## src/rtl/cordic_pkg.sv

```systemverilog
// -----------------------------------------------------------------------------
// cordic_pkg
// Shared CORDIC definitions for rotation-mode and vectoring-mode blocks.
//   - ITER_DEFAULT : default number of micro-rotations
//   - DEG90_Q / DEG180_Q : quadrant boundaries in Q12.20 degrees
//   - cordicState_t : FSM state encoding for the iterative engines
//   - atanLookup() : atan(2^-i) in Q12.20 degrees, i = 0..15
// -----------------------------------------------------------------------------
package cordic_pkg;

    localparam int ITER_DEFAULT = 16;

    // Angles are signed degrees with 20 fractional bits.
    localparam logic [31:0] DEG90_Q  = 32'h05A0_0000;
    localparam logic [31:0] DEG180_Q = 32'h0B40_0000;

    typedef enum logic [1:0] {
        IDLE  = 2'd0,
        BUSY  = 2'd1,
        SCALE = 2'd2,
        DONE  = 2'd3
    } cordicState_t;

    // Arctangent of 2^-idx, expressed in Q12.20 degrees.
    function automatic logic [31:0] atanLookup(input logic [3:0] idx);
        logic [31:0] value;
        case (idx)
            4'd0:    value = 32'h02D0_0000;
            4'd1:    value = 32'h01A9_0A30;
            4'd2:    value = 32'h00E0_9470;
            4'd3:    value = 32'h0072_000A;
            4'd4:    value = 32'h0039_38AA;
            4'd5:    value = 32'h001C_A379;
            4'd6:    value = 32'h000E_52A1;
            4'd7:    value = 32'h0007_296D;
            4'd8:    value = 32'h0003_94BA;
            4'd9:    value = 32'h0001_CA5D;
            4'd10:   value = 32'h0000_E52E;
            4'd11:   value = 32'h0000_7297;
            4'd12:   value = 32'h0000_394B;
            4'd13:   value = 32'h0000_1CA5;
            4'd14:   value = 32'h0000_0E52;
            default: value = 32'h0000_0729;
        endcase
        return value;
    endfunction

endpackage

```

## src/rtl/cordic_atan_lut.sv

```systemverilog
// -----------------------------------------------------------------------------
// cordic_atan_lut
// Combinational arctangent table for the CORDIC micro-rotation step.
// Ports:
//   i_idx  [3:0] : iteration index i
//   o_atan [M:0] : atan(2^-i) in Q12.20 degrees (always positive)
// -----------------------------------------------------------------------------
module cordic_atan_lut
    import cordic_pkg::*;
#(
    parameter int M = 31
) (
    input  logic [3:0] i_idx,
    output logic [M:0] o_atan
);

    // Table values are positive, so resizing to the angle width is lossless
    // for any width that can hold the Q12.20 format.
    assign o_atan = (M+1)'(atanLookup(i_idx));

endmodule

```

## src/rtl/cordic_rotation_iter.sv

```systemverilog
// -----------------------------------------------------------------------------
// cordic_rotation_iter
// Iterative rotation-mode CORDIC: rotates (x0, y0) by angle_in using one
// micro-rotation per clock on a single x/y/z datapath, then applies a
// shift-add gain compensation (~0.6074) before presenting the result.
// Ports:
//   clk        : clock, all state on rising edge
//   rst        : asynchronous reset, active low
//   in_valid   : request valid (x0, y0, angle_in)
//   in_ready   : engine idle and able to accept a request
//   x0, y0     : input vector, signed N+1 bits
//   angle_in   : rotation angle, signed Q12.20 degrees, -180..+180
//   out_valid  : result valid (xf, yf, angle_res)
//   out_ready  : downstream accepts the result
//   xf, yf     : rotated, gain-compensated vector
//   angle_res  : residual angle after the final micro-rotation
// ITER must lie in 1..16 (the atan table and iteration counter are 4 bits).
// -----------------------------------------------------------------------------
module cordic_rotation_iter
    import cordic_pkg::*;
#(
    parameter int N    = 31,
    parameter int M    = 31,
    parameter int ITER = ITER_DEFAULT
) (
    input  logic                clk,
    input  logic                rst,
    input  logic                in_valid,
    output logic                in_ready,
    input  logic signed [N:0]   x0,
    input  logic signed [N:0]   y0,
    input  logic signed [M:0]   angle_in,
    output logic                out_valid,
    input  logic                out_ready,
    output logic signed [N:0]   xf,
    output logic signed [N:0]   yf,
    output logic signed [M:0]   angle_res
);

    localparam logic [3:0]        LAST_ITER = 4'(ITER - 1);
    localparam logic signed [M:0] POS_90    = (M+1)'(DEG90_Q);
    localparam logic signed [M:0] NEG_90    = -POS_90;

    cordicState_t       r_state;
    cordicState_t       w_nextState;

    logic signed [N:0]  r_x;
    logic signed [N:0]  r_y;
    logic signed [M:0]  r_z;
    logic [3:0]         r_iter;
    logic signed [N:0]  r_xf;
    logic signed [N:0]  r_yf;
    logic signed [M:0]  r_angleRes;

    logic signed [N:0]  w_preX;
    logic signed [N:0]  w_preY;
    logic signed [M:0]  w_preZ;
    logic [M:0]         w_atan;
    logic signed [N:0]  w_xShift;
    logic signed [N:0]  w_yShift;
    logic signed [N:0]  w_xNext;
    logic signed [N:0]  w_yNext;
    logic signed [M:0]  w_zNext;
    logic signed [N:0]  w_xScaled;
    logic signed [N:0]  w_yScaled;

    cordic_atan_lut #(
        .M      (M)
    ) u_atanLut (
        .i_idx  (r_iter),
        .o_atan (w_atan)
    );

    // State register; reset abandons any request in flight.
    always_ff @(posedge clk or negedge rst) begin
        if (!rst) begin
            r_state <= IDLE;
        end else begin
            r_state <= w_nextState;
        end
    end

    // Next-state logic: accept only in IDLE, run ITER micro-rotations,
    // one scaling cycle, then hold the result until downstream takes it.
    always_comb begin
        w_nextState = r_state;
        case (r_state)
            IDLE:    if (in_valid)              w_nextState = BUSY;
            BUSY:    if (r_iter == LAST_ITER)   w_nextState = SCALE;
            SCALE:                              w_nextState = DONE;
            DONE:    if (out_ready)             w_nextState = IDLE;
            default:                            w_nextState = IDLE;
        endcase
    end

    // Handshake outputs depend on state alone.
    always_comb begin
        in_ready  = (r_state == IDLE);
        out_valid = (r_state == DONE);
    end

    // Quadrant pre-rotation by +/-90 degrees brings the remaining angle into
    // the +/-90 degree convergence range of the micro-rotation sequence.
    always_comb begin
        w_preX = x0;
        w_preY = y0;
        w_preZ = angle_in;
        if (angle_in > POS_90) begin
            w_preX = -y0;
            w_preY = x0;
            w_preZ = angle_in - POS_90;
        end else if (angle_in < NEG_90) begin
            w_preX = y0;
            w_preY = -x0;
            w_preZ = angle_in + POS_90;
        end
    end

    // One micro-rotation: the sign of z picks the rotation direction.
    always_comb begin
        w_xShift = r_x >>> r_iter;
        w_yShift = r_y >>> r_iter;
        if (!r_z[M]) begin
            w_xNext = r_x - w_yShift;
            w_yNext = r_y + w_xShift;
            w_zNext = r_z - $signed(w_atan);
        end else begin
            w_xNext = r_x + w_yShift;
            w_yNext = r_y - w_xShift;
            w_zNext = r_z + $signed(w_atan);
        end
    end

    // Gain compensation 1/2 + 1/8 + 1/64 - 1/32 - 1/512 ~ 0.6074 ~ 1/K.
    always_comb begin
        w_xScaled = (r_x >>> 1) + (r_x >>> 3) + (r_x >>> 6) - (r_x >>> 5) - (r_x >>> 9);
        w_yScaled = (r_y >>> 1) + (r_y >>> 3) + (r_y >>> 6) - (r_y >>> 5) - (r_y >>> 9);
    end

    // Datapath registers; result registers only move when leaving SCALE.
    always_ff @(posedge clk or negedge rst) begin
        if (!rst) begin
            r_x        <= '0;
            r_y        <= '0;
            r_z        <= '0;
            r_iter     <= '0;
            r_xf       <= '0;
            r_yf       <= '0;
            r_angleRes <= '0;
        end else begin
            case (r_state)
                IDLE: begin
                    if (in_valid) begin
                        r_x    <= w_preX;
                        r_y    <= w_preY;
                        r_z    <= w_preZ;
                        r_iter <= '0;
                    end
                end
                BUSY: begin
                    r_x    <= w_xNext;
                    r_y    <= w_yNext;
                    r_z    <= w_zNext;
                    r_iter <= r_iter + 4'd1;
                end
                SCALE: begin
                    r_xf       <= w_xScaled;
                    r_yf       <= w_yScaled;
                    r_angleRes <= r_z;
                end
                default: begin
                end
            endcase
        end
    end

    assign xf        = r_xf;
    assign yf        = r_yf;
    assign angle_res = r_angleRes;

endmodule
```

## config.mk

```make
export PLATFORM = sky130hd
export DESIGN_NAME = cordic_rotation_iter
export DESIGN_NICKNAME = d
export VERILOG_FILES = /design/src/rtl/cordic_pkg.sv /design/src/rtl/cordic_atan_lut.sv /design/src/rtl/cordic_rotation_iter.sv
export SDC_FILE = /design/constraint.sdc
export NUM_CORES = 2
export LEC_CHECK = 0
export CAP_MARGIN = 20
export CORE_MARGIN = 2
export CORE_UTILIZATION = 40
export CTS_CLUSTER_DIAMETER = 150
export CTS_CLUSTER_SIZE = 24
export DETAILED_ROUTE_END_ITERATION = 6
export MAX_ROUTING_LAYER = met4
export PLACE_DENSITY = 0.56
export REMOVE_ABC_BUFFERS = 1
export SLEW_MARGIN = 20
export SYNTH_ARGS = -nofsm -noshare
export SYNTH_HDL_FRONTEND = slang
export SYNTH_HIERARCHICAL = 1
export SYNTH_SLANG_ARGS = --single-unit
```

## constraint.sdc

```tcl
create_clock -name clk -period 7.6 [get_ports clk]
set_input_delay 1.14 -clock clk [delete_from_list [all_inputs] [get_ports clk]]
set_output_delay 1.14 -clock clk [all_outputs]
set_load 0.01 [all_outputs]
```

==> results.toml <==
[outcome]
status = "finished clean"

[synth]
synthCells = 3586
synthTopCellsByArea = "dfrtp_1 (17%), fa_1 (11%), ha_1 (8.3%), inv_1 (5.1%), a21oi_1 (4.7%)"
yosys_most_used_dff = "dfrtp_1"
synthAdderAreaFrac_pct = 19.5
synth-compound-area-share_pct = 23.6
ys_seq_area_share_pct = 16.6
synth.avg_cell_area_um2 = 8.32
synth-xor-area-share_pct = 5.92
synthSimpleGateAreaFrac_pct = 15.0
synth_cell_types = 100
yosysMostFrequentCell = "inv_1"
async_flop_share_pct = 100
ys_top_cells_by_count = "inv_1 (406), a21oi_1 (279), nand2_1 (267), nor2_1 (249), o21ai_0 (203)"
synth_mux_area_share_pct = 11.1
synth_edf_count = 0
synth_top_family_by_area = "compound AO/OA/AOI/OAI gates"
synth-seq-cells = 198
yosysTopAreaCell = "dfrtp_1"
yosysTopAreaCellShare_pct = 16.6
synth-warning-count = 6
synth_area_um2 = 29800

[timing]
finClkSkew_ns = 0.0291
slew_headroom_pct = 29.6
fin_crit_ns = 6.50
drv_slew = 0
fmax_mhz = 154
setup_viol = 0
final_hold_viol_count = 0
final.period_utilization_pct = 85.5
rsz0062_at_grt = "no"
worst_pin_slew_ns = 1.04

[global_route]
antenna_found_initial = 7
grt_pass1_vias = 27000
grtUsageTotal_pct = 27.5
gr-total-overflow = 0
grt_max_degree = 130
grt_first_pass_wirelength_um = 160000

[die]
start_util_pct = 40.2
core_area_um2 = 74200
die_width_um = 277
rows = 100
dieArea_um2 = 76800
ios = 198
fp.dieH_um = 277

[routing]
ant_nets = 0
drtIter0Drc = 2049
drt_drc_violations_left = 0
routedWlPerCell_um = 22.0
drtPass1Iterations = 6
via_count = 27600
drt-total-wl_um = 102000
viasPerCell = 5.93

[clock_network]
cts_buffers = 17
postCtsSetupBuffers = 0
clockBufferDepth = 2
clk_pin_slew_ns = 0.10
cts-root-buf = "clkbuf_16"
clk_latency_ns = 0.53
cts_resized = 0
postCtsHoldBufs = 0
ctsHtreeMaxLevel = 4
cts_tree = "done"
cts_sinks = 198

[min_path]
holdCritPathClass = "flip-flop to flip-flop"
hold_start = "xf[13]$_DFFE_PN0P_"
min_to = "xf[13]$_DFFE_PN0P_"
min_path_cells = 1

[critical_path]
path_cells = "buf_4 > mux4_2 > mux2_2 > or3b_4 > a211oi_2 > or4b_4 > nor2_1 > a31oi_1 > xor2_1 > ha_1 > a21o_1 > a21o_1 > a21o_1 > a21o_1 > a21oi_1 > o31ai_1 > a2111o_1 > o211ai_1"
cp.required_ns = 8.02
rr_startpoint = "r_iter[1]$_DFFE_PN0P_"
cpMaxStageDelayCell = "dfrtp_4"
max_stage_delay_ns = 0.90
cp-start-kind = "flip-flop"
reg2reg_depth = 18
reg2reg_slack_ns = 1.10
cp.arrival_ns = 6.91
crit_fanout = 49
crit_path_end_kind = "flip-flop"
crit_type = "flip-flop to flip-flop"
cp_common_cell = "a21o_1"
r2r_end = "r_y[30]$_DFFE_PN0P_"

[finish]
layout-drive-gt1-share_pct = 8.03
nNetsFinal = 4125
n_fill_cell = 7461
final_cell_area_um2 = 33200
area.growth.synth_to_final_pct = 11.2

[job]
drv_cap = 0

[placed_design]
portBuffers = 197
post-dp-hpwl_um = 78200
place_area_um2 = 32500
place_congestion = 0.978
-- per-stage QoR --
stage	hold WS (ns)	TNS (ns)	cells	setup slack (ns)	utilization [%]
6_report	0.486	0	4650	1.10	44.7
5_1_grt	0.521	0	4650	0.654	44.7
4_1_cts	0.493	0	4643	1.19	44.7
3_5_place_dp	0.471	0	4611	1.26	43.9
3_3_place_gp	0.462	0	4611	1.38	43.9
2_1_floorplan	0.472	-8.15	3402	-0.644	-
-- routing by layer --
metal	GRT usage, %	share of wire (%)
met1	34.5	43
met2	45.0	48
met3	5.39	6.8
met4	8.00	2.7
met5	-	0
-- flip-flops by register name, summed over array words and instances, names as in the netlist --
| name | count |
|---|---|
| r_z | 32 |
| yf | 32 |
| r_state | 2 |
| xf | 32 |
| r_x | 32 |
| r_y | 32 |
| r_iter | 4 |
| angle_res | 32 |
-- worst max-delay path, delay by kind of cell (launching register included) --
kind                     cells  cell delay [ns]
multiplexers                 2             0.91
adder cells (fa/ha/maj)      1             0.36
buffers and inverters        1             0.64
AND/OR/NAND/NOR              3             1.20
XOR/XNOR                     1             0.18
flip-flops                   1             0.90
AO/OA/AOI/OAI               10             2.16
-- cell usage in the layout (no fill, tap or decap), types with 30 or more instances in the layout --
cell type / netlist / layout
a21o_1: 95 / 94
o21ai_0: 203 / 202
o211ai_1: 42 / 42
nor2_1: 249 / 247
inv_1: 406 / 405
a211oi_1: 59 / 59
fa_1: 167 / 167
a31oi_1: 46 / 46
mux2_2: 101 / 101
a221oi_1: 30 / 30
clkdlybuf4s50_1: 0 / 196
nand2_1: 267 / 267
and3_1: 30 / 30
xnor2_1: 116 / 116
o21a_1: 49 / 48
ha_1: 197 / 195
dfrtp_1: 198 / 193
nor3_1: 86 / 86
mux2i_1: 65 / 65
xor2_1: 83 / 83
mux4_2: 52 / 52
nand3_1: 56 / 56
a21oi_1: 279 / 278
buf_4: 12 / 40
-- final cells by class --
cell class                      instances  area (µm²)  share of cell area, %
Sequential cell                       198        4970                   15.0
Inverter                              408        1530                   4.61
Multi-Input combinational cell       2796       22500                   67.8
Tap cell                              969        1210                   3.65
Timing Repair Buffer                  240        2340                   7.04
Clock inverter                         13         171                  0.517
Clock buffer                           19         453                   1.36
Antenna cell                            7        17.5                 0.0528
-- worst max path at each step --
stage	slack [ns]	to	from	depth (start not counted)
6_report	1.10	r_y[30]$_DFFE_PN0P_	r_iter[1]$_DFFE_PN0P_	18
5_1_grt	0.65	r_z[28]$_DFFE_PN0P_	r_iter[3]$_DFFE_PN0P_	21
4_1_cts	1.19	r_y[30]$_DFFE_PN0P_	r_iter[1]$_DFFE_PN0P_	18
3_5_place_dp	1.26	r_y[30]$_DFFE_PN0P_	r_iter[1]$_DFFE_PN0P_	18
3_3_place_gp	1.38	r_x[27]$_DFFE_PN0P_	r_iter[3]$_DFFE_PN0P_	17
2_1_floorplan	-0.64	r_x[31]$_DFFE_PN0P_	r_iter[2]$_DFFE_PN0P_	17
-- cells by family after synthesis --
kind of cell / Yosys count
simple gates: 926
mux: 232
flops: 198
fa+ha+maj: 364
other cells: 1
compound gates: 1068
xor+xnor: 200
buf+inv: 597
Power is not shown: default switching activity piles up to over one toggle a cycle in this logic, so the estimate is an artifact.
